===== config.mk =====
export PLATFORM = sky130hd
export DESIGN_NAME = mcp_rx_arbiter
export DESIGN_NICKNAME = d
export VERILOG_FILES = /design/src/rtl/mcp_rx_arbiter.sv
export SDC_FILE = /design/constraint.sdc
export NUM_CORES = 1
export LEC_CHECK = 0
export BUFFER_PORTS_ARGS = -buffer_cell sky130_fd_sc_hd__buf_2
export CAP_MARGIN = 20
export CORE_ASPECT_RATIO = 0.75
export CORE_MARGIN = 1.5
export CORE_UTILIZATION = 50
export DETAILED_ROUTE_END_ITERATION = 8
export GPL_ROUTABILITY_DRIVEN = 0
export GPL_TIMING_DRIVEN = 0
export HOLD_SLACK_MARGIN = 0.05
export PLACE_DENSITY = 0.78
export SLEW_MARGIN = 20
export SYNTH_ARGS = -nofsm -noshare
export SYNTH_HDL_FRONTEND = slang
export SYNTH_SLANG_ARGS = --single-unit

===== constraint.sdc =====
create_clock -name clk -period 7.85 [get_ports clk]
set_input_delay 0.3925 -clock clk [delete_from_list [all_inputs] [get_ports clk]]
set_output_delay 0.3925 -clock clk [all_outputs]
set_load 0.01 [all_outputs]

===== src/rtl/mcp_rx_arbiter.sv =====
// Receive endpoint for toggle-request MCP channels: synchronise each request, capture its word,
// and merge all channels onto one valid/ready stream with round-robin arbitration.
// Optional overrun detection is built when MCP_RX_OVERRUN_DET_EN is defined.
module mcp_rx_arbiter #(
  parameter  int DATA_WIDTH  = 32,
  parameter  int NUM_CH      = 4,
  parameter  int SYNC_STAGES = 2,
  localparam int CH_W        = (NUM_CH > 1) ? $clog2(NUM_CH) : 1
) (
  input  logic                         clk,
  input  logic                         reset,
  input  logic [NUM_CH-1:0]            req_tgl,
  input  logic [NUM_CH*DATA_WIDTH-1:0] req_data,
  output logic [NUM_CH-1:0]            ack_tgl,
  output logic                         m_valid,
  output logic [DATA_WIDTH-1:0]        m_data,
  output logic [CH_W-1:0]              m_ch,
  input  logic                         m_ready,
  output logic [NUM_CH-1:0]            overrun
);

  typedef enum logic [1:0] {
    ST_IDLE = 2'd0,
    ST_PEND = 2'd1,
    ST_OUT  = 2'd2
  } ch_state_e;

  logic [NUM_CH-1:0]     sync_q [SYNC_STAGES];
  logic [NUM_CH-1:0]     edge_q;
  logic [NUM_CH-1:0]     evt_s;
  ch_state_e             state_q [NUM_CH];
  ch_state_e             state_d [NUM_CH];
  logic [DATA_WIDTH-1:0] hold_q  [NUM_CH];
  logic [DATA_WIDTH-1:0] hold_d  [NUM_CH];
  logic [NUM_CH-1:0]     ack_q, ack_d;
  logic                  m_valid_q, m_valid_d;
  logic [DATA_WIDTH-1:0] m_data_q, m_data_d;
  logic [CH_W-1:0]       m_ch_q, m_ch_d;
  logic [CH_W-1:0]       last_grant_q, last_grant_d;
  logic                  hi_valid_s, lo_valid_s, grant_valid_s;
  logic [CH_W-1:0]       hi_grant_s, lo_grant_s, grant_s;
  logic                  accept_s, load_s;

  // Request toggle synchronisers followed by the edge register.
  always_ff @(posedge clk or posedge reset) begin
    if (reset) begin
      for (int s = 0; s < SYNC_STAGES; s++) sync_q[s] <= {NUM_CH{1'b0}};
      edge_q <= {NUM_CH{1'b0}};
    end else begin
      sync_q[0] <= req_tgl;
      for (int s = 1; s < SYNC_STAGES; s++) sync_q[s] <= sync_q[s-1];
      edge_q <= sync_q[SYNC_STAGES-1];
    end
  end

  assign evt_s = sync_q[SYNC_STAGES-1] ^ edge_q;

  // Round-robin pick: lowest pending channel above last_grant, else lowest pending overall.
  always_comb begin
    hi_valid_s = 1'b0;
    lo_valid_s = 1'b0;
    hi_grant_s = {CH_W{1'b0}};
    lo_grant_s = {CH_W{1'b0}};
    for (int c = NUM_CH - 1; c >= 0; c--) begin
      if (state_q[c] == ST_PEND) begin
        if (CH_W'(c) > last_grant_q) begin
          hi_valid_s = 1'b1;
          hi_grant_s = CH_W'(c);
        end else begin
          lo_valid_s = 1'b1;
          lo_grant_s = CH_W'(c);
        end
      end else begin
        hi_valid_s = hi_valid_s;
      end
    end
    grant_valid_s = hi_valid_s | lo_valid_s;
    grant_s       = hi_valid_s ? hi_grant_s : lo_grant_s;
  end

  assign accept_s = m_valid_q & m_ready;
  assign load_s   = (~m_valid_q | m_ready) & grant_valid_s;

  // Per-channel state, capture, ack and output-register next state.
  always_comb begin
    state_d      = state_q;
    hold_d       = hold_q;
    ack_d        = ack_q;
    m_valid_d    = m_valid_q;
    m_data_d     = m_data_q;
    m_ch_d       = m_ch_q;
    last_grant_d = last_grant_q;
    for (int c = 0; c < NUM_CH; c++) begin
      // A request seen outside IDLE is an overrun; it is simply ignored here.
      case (state_q[c])
        ST_IDLE: begin
          if (evt_s[c]) begin
            hold_d[c]  = req_data[c*DATA_WIDTH +: DATA_WIDTH];
            state_d[c] = ST_PEND;
          end else begin
            state_d[c] = ST_IDLE;
          end
        end
        ST_PEND: begin
          if (load_s && (grant_s == CH_W'(c))) begin
            state_d[c] = ST_OUT;
          end else begin
            state_d[c] = ST_PEND;
          end
        end
        ST_OUT: begin
          if (accept_s && (m_ch_q == CH_W'(c))) begin
            state_d[c] = ST_IDLE;
            ack_d[c]   = ~ack_q[c];
          end else begin
            state_d[c] = ST_OUT;
          end
        end
        default: state_d[c] = ST_IDLE;
      endcase
    end
    if (load_s) begin
      m_valid_d    = 1'b1;
      m_data_d     = hold_q[grant_s];
      m_ch_d       = grant_s;
      last_grant_d = grant_s;
    end else if (accept_s) begin
      m_valid_d = 1'b0;
    end else begin
      m_valid_d = m_valid_q;
    end
  end

  // State, hold and output registers.
  always_ff @(posedge clk or posedge reset) begin
    if (reset) begin
      for (int c = 0; c < NUM_CH; c++) begin
        state_q[c] <= ST_IDLE;
        hold_q[c]  <= {DATA_WIDTH{1'b0}};
      end
      ack_q        <= {NUM_CH{1'b0}};
      m_valid_q    <= 1'b0;
      m_data_q     <= {DATA_WIDTH{1'b0}};
      m_ch_q       <= {CH_W{1'b0}};
      last_grant_q <= CH_W'(NUM_CH - 1);
    end else begin
      state_q      <= state_d;
      hold_q       <= hold_d;
      ack_q        <= ack_d;
      m_valid_q    <= m_valid_d;
      m_data_q     <= m_data_d;
      m_ch_q       <= m_ch_d;
      last_grant_q <= last_grant_d;
    end
  end

  assign ack_tgl = ack_q;
  assign m_valid = m_valid_q;
  assign m_data  = m_data_q;
  assign m_ch    = m_ch_q;

`ifdef MCP_RX_OVERRUN_DET_EN
  logic [NUM_CH-1:0] overrun_q;
  logic [NUM_CH-1:0] ovr_evt_s;

  // Flag a new request arriving while the previous word is still in flight.
  always_comb begin
    ovr_evt_s = {NUM_CH{1'b0}};
    for (int c = 0; c < NUM_CH; c++) begin
      ovr_evt_s[c] = evt_s[c] & (state_q[c] != ST_IDLE);
    end
  end

  // Sticky overrun flags, cleared only by reset.
  always_ff @(posedge clk or posedge reset) begin
    if (reset) begin
      overrun_q <= {NUM_CH{1'b0}};
    end else begin
      overrun_q <= overrun_q | ovr_evt_s;
    end
  end

  assign overrun = overrun_q;
`else
  assign overrun = {NUM_CH{1'b0}};
`endif

endmodule


==> run_results.csv <==
group,metric,value,unit
sta,final.period_utilization,0.348,
power,clock_power_share,0.194,
setup_path,cpPeakStageDelay,0.61,ns
cells_and_area,fin_nets,1044,
sta,fin_setup_tns,0,ns
setup_path,r2r-start,"last_grant_q[0]",
sta,hold_viol,0,
die,core_area,0.0162,mm2
grt,grt_pass1_vias,6365,
grt,grt_first_pass_wirelength,34700,um
grt,grt-ovfl-total,0,
power,vdd_drop_max,0.220,mV
sta,max_slew_margin,0.415,
setup_path,crit_fanout,10,
clock_network,clock_path_buffers,2,
min_path,hold_path.class,"input pin to flip-flop",
sta,fin_skew,0.0105,ns
detailed_routing,vias_per_cell,5.71,
grt,grt_max_degree,69,
sta,max_freq,366,MHz
clock_network,cts_buffers,17,
die,fp.dieH,115,um
setup_path,endpoint_kind,"flip-flop",
synth,netlist-cell-type-count,51,
power,switching_share,0.390,
cells_and_area,fin_area,0.0102,mm2
setup_path,cp_common_cell,"clkbuf_1",
clock_network,cts_tree,"yes",
detailed_routing,dr.pass1.iters,5,
grt,grt_usage,0.264,
setup_path,worstSetupPathType,"flip-flop to flip-flop",
detailed_routing,ant_nets,0,
synth,syn_inst,707,
clock_network,clock-root-buffer,"clkbuf_16",
clock_network,cts.sinks,189,
place,hpwl,15900,um
power,p_comb_frac,0.436,
power,p_switching,0.00184,W
grt,antenna_found_initial,6,
sta,drv_slew,0,
setup_path,critPathTopFamily,"compound AO/OA/AOI/OAI gates",
setup_path,arrival,3.08,ns
detailed_routing,vias,6475,
detailed_routing,drtIter0Drc,537,
synth,ys_ff_latch,189,
min_path,worstHoldStart,"req_tgl[2]",
synth,syn_area,0.00833,mm2
sta,rsz0062_at_grt,"no",
die,start_util,0.515,
cells_and_area,fillers,1289,
power,p_per_area,463,mW/mm2
die,dieArea,0.0175,mm2
sta,min_period,2.73,ns
sta,layout_setup_ws,5.12,ns
place,port_buffers,173,
setup_path,crit_path_start_kind,"flip-flop",
cells_and_area,syn2layout_area_growth,22.5,%
clock_network,clk_pin_slew,0.07,ns
power,p_leak,4.58,nW
detailed_routing,routed_wirelength,22300,um
setup_path,crit_slowest_cell,"clkbuf_1",
synth,async_flop_share,1.00,
place,dp_slack,5.26,ns
die,std_cell_rows,40,
power,power.internal,0.00288,W
detailed_routing,drc,0,
clock_network,clock_latency,0.44,ns
cells_and_area,drive_gt1_frac,0.389,
synth,synth_warnings,0,
synth,dominantRegCellSynth,"dfrtp_1",
detailed_routing,wl_per_cell,19.7,um
flow_run,cap_violations,0,
sta,worst_slew_pin_slew,0.871,ns
power,seqPwrFrac,0.370,
synth,syn_avg_cell_area,11.8,um2
die,die_w,152,um
setup_path,startpoint,"last_grant_q[0]",
setup_path,crit_chain,"clkbuf_1 -> a22oi_1 -> o32ai_2 -> clkbuf_1 -> nand2_1 -> a41oi_1",
place,post_dp_cell_area,0.00954,mm2
die,ioPinCount,178,
sta,whs,0.0724,ns
clock_network,cts.htree.levels,4,
status,outcome,"finished, final reports clean",
setup_path,cp.required,8.19,ns
synth,ys_seq_area_frac,0.568,
setup_path,worst-path-buf-inv,2,
sta,finalSetupViolations,0,
synth,synth_edf_count,0,
clock_network,cts_resized,0,
-- metrics by stage --
step           utilization  cells  total power [W]
5_1_grt              0.631   1132          0.00502
3_5_place_dp         0.590   1096          0.00378
6_report             0.632   1134          0.00472
3_3_place_gp         0.586   1093          0.00370
2_1_floorplan            -    710          0.00311
4_1_cts              0.631   1132          0.00472
-- layer usage --
metal / vias to the layer above / global-route usage / part of all wire
li1: 2949 / - / -
met1: 3134 / 0.355 / 0.44
met2: 324 / 0.396 / 0.43
met3: 60 / 0.0984 / 0.10
met4: 8 / 0.0951 / 0.027
met5: - / 0 / 0.0020
-- Yosys cell counts (2+ instances only) --
| cell | n | area (um2) |
|---|---|---|
| nor2_1 | 39 | 146 |
| buf_2 | 7 | 35.0 |
| dfrtp_1 | 187 | 4680 |
| a21boi_0 | 17 | 128 |
| o22ai_1 | 3 | 18.8 |
| o21ai_0 | 48 | 240 |
| a21oi_1 | 24 | 120 |
| and3_1 | 32 | 200 |
| a31oi_1 | 16 | 100 |
| nand2_1 | 55 | 206 |
| nor3_1 | 4 | 20.0 |
| o21ai_1 | 9 | 45.0 |
| a221oi_1 | 16 | 140 |
| a32oi_1 | 2 | 17.5 |
| nand2b_1 | 7 | 43.8 |
| or3_1 | 4 | 25.0 |
| a41oi_1 | 17 | 149 |
| nand3_1 | 2 | 10.0 |
| clkbuf_1 | 41 | 154 |
| nor2b_1 | 2 | 12.5 |
| dfstp_2 | 2 | 52.6 |
| and2_1 | 2 | 12.5 |
| xor2_1 | 3 | 26.3 |
| buf_6 | 2 | 22.5 |
| inv_1 | 5 | 18.8 |
| xnor2_1 | 5 | 43.8 |
| mux2_2 | 128 | 1440 |
| buf_4 | 5 | 37.5 |
-- cell type report --
type | count | area [um2] | share of cell area
inverter | 5 | 26.3 | 0.00257
clock buffer | 17 | 425 | 0.0417
antenna | 2 | 5.00 | 0.000490
buffer | 56 | 253 | 0.0248
tap | 210 | 263 | 0.0257
clock inverter | 15 | 199 | 0.0195
timing repair buffer | 180 | 966 | 0.0946
sequential | 189 | 4730 | 0.464
multi-input combinational | 460 | 3340 | 0.327
-- final timing paths --
path | end | slack (ns) | depth (start not counted)
min | sync_q[6] | 0.07 | 1
max | m_data[0] | 5.12 | 6
min in group asynchronous | sync_q[4] | 0.51 | 3
max in group asynchronous | last_grant_q[1] | 6.63 | 4
max reg2reg | m_data[0] | 5.12 | 6
min reg2reg | sync_q[0] | 0.35 | 0
-- cells in the final DEF, fill, tap and decap left out, types with 16 or more instances in the layout --
| master | count |
|---|---|
| o21ai_0 | 48 |
| and3_1 | 32 |
| a41oi_1 | 17 |
| clkbuf_1 | 41 |
| nor2_1 | 39 |
| a31oi_1 | 16 |
| buf_2 | 181 |
| a21boi_0 | 17 |
| a21oi_1 | 24 |
| mux2_2 | 128 |
| dfrtp_1 | 187 |
| nand2_1 | 55 |
| a221oi_1 | 16 |
| clkbuf_16 | 17 |
-- flip-flops by register name, summed over array words and instances (netlist names) --
register,cells
m_data,32
last_grant_q,2
edge_q,4
state_q,8
hold_q,128
m_ch,2
m_valid,1
ack_tgl,4
sync_q,8
-- power groups by stage --
stage          logic [W]  clock network (W)  registers (W)
4_1_cts          0.00205           0.000930        0.00174
3_5_place_dp     0.00203                  0        0.00175
2_1_floorplan    0.00140                  0        0.00172
6_report         0.00206           0.000917        0.00175
3_3_place_gp     0.00196                  0        0.00173
5_1_grt          0.00225           0.000973        0.00180
-- timing repair --
item,in CTS,in global routing
hold endpoints to repair,56,0
hold buffers,4,0
setup buffers,0,0
endpoints found under the setup margin,0,0
-- kinds of logic (layout without fill, tap and decap cells) --
family | count (synthesis) | count (layout) | synth area share
AOI/OAI and AO/OA | 162 | 162 | 0.126
xor gates and xnor gates | 8 | 8 | 0.00841
buffers and inverters | 61 | 273 | 0.0326
DFF | 189 | 189 | 0.568
muxes | 128 | 128 | 0.173
other | 1 | 6 | 0.000450
and+or+nand+nor | 158 | 158 | 0.0918
-- worst reg2reg max path: stages, from the launching register on --
cell and delay [ns]:
dfstp_2 0.55, clkbuf_1 0.35, a22oi_1 0.19, o32ai_2 0.55, clkbuf_1 0.61, nand2_1 0.15
a41oi_1 0.24
Power figures use the tool's default switching activity.
